===== src/rtl/regwr_pkg.sv =====
// Shared constants and types for the register-file write-port arbiter.
package regwr_pkg;

  localparam int REG_AW   = 5;
  localparam int REG_DW   = 32;
  localparam int REG_ZERO = 0;

  // One writeback request: destination register and the value to write.
  typedef struct packed {
    logic [REG_AW-1:0] addr;
    logic [REG_DW-1:0] data;
  } wr_req_t;

endpackage


===== src/rtl/regfile_wr_arbiter_rr_arbiter.sv =====
// Combinational round-robin priority rotation: the first set bit of req at
// or after ptr (wrapping modulo N) wins. Generic so it can be reused for
// other shared ports.
module rr_arbiter #(
  parameter int N  = 3,
  parameter int IW = (N > 1) ? $clog2(N) : 1
) (
  input  logic [N-1:0]  req,
  input  logic [IW-1:0] ptr,
  output logic [N-1:0]  gnt,
  output logic [IW-1:0] idx
);

  logic found_s;
  int   pos_s;

  // Walk the requesters starting at ptr and grant the first valid one.
  always_comb begin
    gnt     = {N{1'b0}};
    idx     = {IW{1'b0}};
    found_s = 1'b0;
    pos_s   = 0;
    for (int k = 0; k < N; k++) begin
      pos_s = (int'(ptr) + k) % N;
      if (!found_s && req[pos_s]) begin
        gnt[pos_s] = 1'b1;
        idx        = IW'(pos_s);
        found_s    = 1'b1;
      end else begin
        found_s = found_s;
      end
    end
  end

endmodule


===== src/rtl/regfile_wr_arbiter.sv =====
// Round-robin arbiter sharing the single reg_file write port (A3/WD3/WE3)
// between NREQ writeback requesters. One write accepted per cycle; the
// write port is registered. Writes to r0 complete the handshake but never
// raise wr_en. rd_invalid mirrors wr_en because reg_file read ports float
// while WE3 is high.
// Optional macro REGWR_BYPASS_EN adds two address comparators that expose
// the in-flight write value to issue logic.
module regfile_wr_arbiter
  import regwr_pkg::*;
#(
  parameter int NREQ = 3,
  parameter int AW   = REG_AW,
  parameter int DW   = REG_DW
) (
  input  logic              clk,
  input  logic              reset,
  input  logic [NREQ-1:0]   req_valid,
  input  logic [NREQ*AW-1:0] req_addr,
  input  logic [NREQ*DW-1:0] req_data,
  output logic [NREQ-1:0]   req_ready,
  output logic              wr_en,
  output logic [AW-1:0]     wr_addr,
  output logic [DW-1:0]     wr_data,
  output logic              rd_invalid,
  output logic [2:0]        grant_idx
`ifdef REGWR_BYPASS_EN
  ,
  input  logic [AW-1:0]     byp_addr_a,
  input  logic [AW-1:0]     byp_addr_b,
  output logic              byp_hit_a,
  output logic              byp_hit_b,
  output logic [DW-1:0]     byp_data
`endif
);

  localparam int PW = (NREQ > 1) ? $clog2(NREQ) : 1;

  logic [NREQ-1:0] gnt_s;
  logic [PW-1:0]   gidx_s;
  logic [PW-1:0]   ptr_nxt_s;
  logic            any_s;
  logic [AW-1:0]   sel_addr_s;
  logic [DW-1:0]   sel_data_s;

  logic [PW-1:0]   rr_ptr_r;
  logic            wr_en_r;
  logic [AW-1:0]   wr_addr_r;
  logic [DW-1:0]   wr_data_r;
  logic [2:0]      grant_idx_r;

  rr_arbiter #(.N(NREQ), .IW(PW)) u_rr_arbiter (
    .req (req_valid),
    .ptr (rr_ptr_r),
    .gnt (gnt_s),
    .idx (gidx_s)
  );

  // Grant is suppressed during reset; it never depends on wr_en.
  assign req_ready = reset ? {NREQ{1'b0}} : gnt_s;
  assign any_s     = |req_ready;

  // Select the granted request and the pointer that follows it.
  always_comb begin
    sel_addr_s = req_addr[gidx_s*AW +: AW];
    sel_data_s = req_data[gidx_s*DW +: DW];
    if (int'(gidx_s) == NREQ - 1) begin
      ptr_nxt_s = {PW{1'b0}};
    end else begin
      ptr_nxt_s = gidx_s + PW'(1);
    end
  end

  // Register the accepted write and advance the round-robin pointer.
  always_ff @(posedge clk) begin
    if (reset) begin
      rr_ptr_r    <= {PW{1'b0}};
      wr_en_r     <= 1'b0;
      wr_addr_r   <= {AW{1'b0}};
      wr_data_r   <= {DW{1'b0}};
      grant_idx_r <= 3'd0;
    end else if (any_s) begin
      rr_ptr_r    <= ptr_nxt_s;
      wr_en_r     <= (sel_addr_s != AW'(REG_ZERO));
      wr_addr_r   <= sel_addr_s;
      wr_data_r   <= sel_data_s;
      grant_idx_r <= 3'(gidx_s);
    end else begin
      wr_en_r     <= 1'b0;
    end
  end

  assign wr_en      = wr_en_r;
  assign wr_addr    = wr_addr_r;
  assign wr_data    = wr_data_r;
  assign rd_invalid = wr_en_r;
  assign grant_idx  = grant_idx_r;

`ifdef REGWR_BYPASS_EN
  assign byp_hit_a = wr_en_r & (wr_addr_r == byp_addr_a) & (byp_addr_a != AW'(REG_ZERO));
  assign byp_hit_b = wr_en_r & (wr_addr_r == byp_addr_b) & (byp_addr_b != AW'(REG_ZERO));
  assign byp_data  = wr_data_r;
`endif

endmodule


===== config.mk =====
export PLATFORM = sky130hd
export DESIGN_NAME = regfile_wr_arbiter
export DESIGN_NICKNAME = d
export VERILOG_FILES = /design/src/rtl/regwr_pkg.sv /design/src/rtl/regfile_wr_arbiter_rr_arbiter.sv /design/src/rtl/regfile_wr_arbiter.sv
export SDC_FILE = /design/constraint.sdc
export NUM_CORES = 1
export LEC_CHECK = 0
export CORE_MARGIN = 10
export CORE_UTILIZATION = 30
export DETAILED_ROUTE_END_ITERATION = 10
export PLACE_DENSITY = 0.65
export RECOVER_POWER = 50
export SYNTH_ARGS = -nofsm -noshare
export SYNTH_HDL_FRONTEND = slang
export SYNTH_SLANG_ARGS = --single-unit

===== constraint.sdc =====
create_clock -name clk -period 6.4 [get_ports clk]
set_clock_uncertainty 0.2 [all_clocks]
set_input_delay 0.64 -clock clk [delete_from_list [all_inputs] [get_ports clk]]
set_output_delay 0.64 -clock clk [all_outputs]
set_load 0.01 [all_outputs]

==> results.sh <==
export IMPL_root_buffer="clkbuf_8"
export IMPL_hold_slack_ns=0.275
export IMPL_outcome="complete, no violations"
export IMPL_placed_cells=607
export IMPL_netlist_area_um2=2860
export IMPL_grt_pass1_wl_mm=16.4
export IMPL_grt_max_degree=55
export IMPL_dieArea_um2=13800
export IMPL_ys_ff_latch=42
export IMPL_ctsHoldBuffers=0
export IMPL_postCtsSetupRepairBufs=0
export IMPL_r2r_start="rr_ptr_r[1]"
export IMPL_cp_top_family="compound AO/OA/AOI/OAI gates"
export IMPL_setup_worst_path_start_class="flop"
export IMPL_synthDistinctLibCells=37
export IMPL_maxCapViolCount=0
export IMPL_hold_class="reg -> reg"
export IMPL_nNetsFinal=605
export IMPL_vias=3004
export IMPL_routedWlPerCell_um=16.6
export IMPL_irDropWorstVdd_mv=0.130
export IMPL_fin_crit_sh_pct=58.6
export IMPL_initial_core_util_pct=30.8
export IMPL_arrival_ns=3.74
export IMPL_antenna_cells=0
export IMPL_cts_tree="yes"
export IMPL_hold_end="wr_data[2]"
export IMPL_synthCells=345
export IMPL_tightest_slew_ns=1.01
export IMPL_fmax_mhz=267
export IMPL_cts_num_sinks=42
export IMPL_drive_gt1_share_pct=7.41
export IMPL_area_growth_pct=60.4
export IMPL_reg2reg_to="wr_data[19]"
export IMPL_drtIter0Drc=90
export IMPL_path_max_fanout=25
export IMPL_final_hold_viol_count=0
export IMPL_layout_min_cycle_time_ns=3.75
export IMPL_cp_slowest_stage_delay_ns=0.84
export IMPL_crit_type="reg -> reg"
export IMPL_hp_start="wr_data[2]"
export IMPL_holdPathStages=2
export IMPL_io_buffers=159
export IMPL_io_pins=161
export IMPL_rsz0062_at_grt="no"
export IMPL_die_width_um=118
export IMPL_detail_route_drc_violations=0
export IMPL_dpl_hpwl_mm=7.78
export IMPL_grt_total_usage_pct=14.1
export IMPL_grt_pass1_vias=3118
export IMPL_critPathBufInv=2
export IMPL_cts_buffer_depth=2
export IMPL_r2r_setup_slack_ns=2.65
export IMPL_cts_inserted_buffers=5
export IMPL_setup_tns_ns=0
export IMPL_total_power_w=0.00175
export IMPL_dieHeight_um=118
export IMPL_end_kind="flop"
export IMPL_fin_cells=615
export IMPL_p_leak_nw=1.95
export IMPL_grt_overflow=0
export IMPL_avgSynthCellArea_um2=8.30
export IMPL_cellPowerDensity_nw_per_um2=382
export IMPL_dr_pass1_iters=4
export IMPL_post_route_util_pct=49.5
export IMPL_avgViaCountPerCell=4.88
export IMPL_cpMaxStageDelayCell="a41o_1"
export IMPL_cts_resized_gates=0
export IMPL_worst_ep_required_time_ns=6.39
export IMPL_yosysWarnings=0
export IMPL_drt_total_wl_mm=10.2
export IMPL_synth_nets=465
export IMPL_row_count=35
export IMPL_htree_levels=2
export IMPL_antenna_found_initial=0
export IMPL_clock_latency_ns=0.29
export IMPL_cp_cell_sequence="inv_1 > ha_1 > mux2i_2 > o21ai_0 > o2bb2ai_1 > a31oi_1 > a41o_1 > buf_4 > mux2_2"
export IMPL_setup_viol=0
export IMPL_core_area_um2=9280
export IMPL_path_clk_slew_ns=0.09
export IMPL_gp_congestion=0.892
export IMPL_yosysSeqAreaShare_pct=29.4
export IMPL_r2r_cells=9
export IMPL_max_slew_margin_rel_pct=32.7
export IMPL_ant_nets=0
export IMPL_maxSlewViolCount=0
-- cell usage in the layout, fill, tap and decap left out, types with 2 or more instances in the layout --
cell / synthesis / layout
a21oi_1: 28 / 28
a22oi_1: 2 / 2
a31oi_1: 15 / 15
buf_4: 5 / 4
clkbuf_8: 0 / 5
clkdlybuf4s50_1: 0 / 118
dfxtp_1: 42 / 42
dlygate4sd3_1: 0 / 41
ha_1: 4 / 4
inv_1: 4 / 4
mux2_2: 4 / 4
mux2_4: 11 / 11
mux2i_1: 32 / 32
nand2_1: 57 / 57
nand2b_1: 30 / 30
nand3b_1: 3 / 3
nor2_1: 18 / 18
nor2b_1: 15 / 15
nor3_1: 3 / 2
nor4_1: 2 / 2
o21ai_0: 3 / 3
o2bb2ai_1: 26 / 26
or2_2: 2 / 2
-- registers in the layout, indices dropped and copies added (netlist names) --
signal      count
wr_addr         5
grant_idx       2
wr_data        32
rd_invalid      1
rr_ptr_r        2
-- final cells by class --
class / instances / area [um^2]
Sequential cell: 42 / 841
Multi-Input combinational cell: 269 / 1840
Timing Repair Buffer: 163 / 1620
Tap cell: 129 / 161
Clock inverter: 3 / 48.8
Clock buffer: 5 / 68.8
Fill cell: 905 / 4690
Inverter: 4 / 15.0
-- worst min-delay path: stages (launching register included) --
cell and delay [ns]:
dfxtp_1 0.32, nand2b_1 0.06, mux2i_1 0.06
-- cells in the mapped netlist --
| cell | number | area (um^2) |
|---|---|---|
| a21bo_1 | 1 | 10.0 |
| a21bo_2 | 1 | 10.0 |
| a21boi_2 | 1 | 11.3 |
| a21boi_4 | 1 | 18.8 |
| a21oi_1 | 28 | 140 |
| a22oi_1 | 2 | 15.0 |
| a31oi_1 | 15 | 93.8 |
| a32oi_1 | 1 | 8.76 |
| a41o_1 | 1 | 10.0 |
| and3_1 | 1 | 6.26 |
| buf_2 | 13 | 65.1 |
| buf_4 | 5 | 37.5 |
| buf_6 | 4 | 45.0 |
| clkbuf_1 | 8 | 30.0 |
| conb_1 | 1 | 3.75 |
| dfxtp_1 | 42 | 841 |
| ha_1 | 4 | 50.1 |
| inv_1 | 4 | 15.0 |
| mux2_2 | 4 | 45.0 |
| mux2_4 | 11 | 165 |
| mux2i_1 | 32 | 320 |
| mux2i_2 | 1 | 13.8 |
| nand2_1 | 57 | 214 |
| nand2b_1 | 30 | 188 |
| nand3b_1 | 3 | 22.5 |
| nor2_1 | 18 | 67.6 |
| nor2b_1 | 15 | 93.8 |
| nor3_1 | 3 | 15.0 |
| nor4_1 | 2 | 12.5 |
| o211ai_1 | 1 | 7.51 |
| o21ai_0 | 3 | 15.0 |
| o221a_2 | 1 | 11.3 |
| o22ai_1 | 1 | 6.26 |
| o2bb2ai_1 | 26 | 228 |
| or2_2 | 2 | 12.5 |
| or3_1 | 1 | 6.26 |
| or4_1 | 1 | 7.51 |
-- per-layer routing --
layer  GRT usage, %  part of all wire [%]  up-vias
met5              0                     0        -
met4           3.48                   1.3        0
met3           6.43                   9.5        8
met2           23.2                    46      127
met1           16.3                    43     1384
li1               -                     -     1485
-- logic make-up (layout without fill, tap and decap cells) --
kind of cell	count (synthesis)	after routing	synth area share, %
AO/OA/AOI/OAI	83	83	20.5
buffers and inverters	34	175	6.73
multiplexers	48	48	19.0
adder cells (fa/ha/maj)	4	4	1.75
other	1	1	0.131
AND/OR/NAND/NOR	133	133	22.6
flip-flops	42	42	29.4
-- stage by stage --
step | setup slack (ns) | area, um^2
final | 2.65 | 4590
after global routing | 2.39 | 4590
after CTS | 2.97 | 4590
after detailed placement | 2.71 | 4480
after global placement | 2.72 | 4480
after floorplan | 3.92 | 2860
-- how the worst max path moves through the flow --
| stage | start | endpoint | cells past startpoint |
|---|---|---|---|
| after floorplan | rr_ptr_r[0] | wr_data[20] | 11 |
| final | rr_ptr_r[1] | wr_data[19] | 9 |
| after CTS | req_valid[1] | req_ready[0] | 7 |
| after global placement | req_valid[2] | wr_data[19] | 8 |
| after detailed placement | req_valid[2] | wr_data[31] | 8 |
| after global routing | rr_ptr_r[1] | wr_data[19] | 9 |
-- power by group --
| part | internal (W) | leakage, nW | switching, W |
|---|---|---|---|
| Clock | 0.000119 | 0.0563 | 0.000102 |
| Sequential | 0.000365 | 0.349 | 0.0000458 |
| Combinational | 0.000561 | 1.55 | 0.000561 |
| Total | 0.00104 | 1.95 | 0.000709 |
Note: power is estimated with default switching activity, not from simulation.
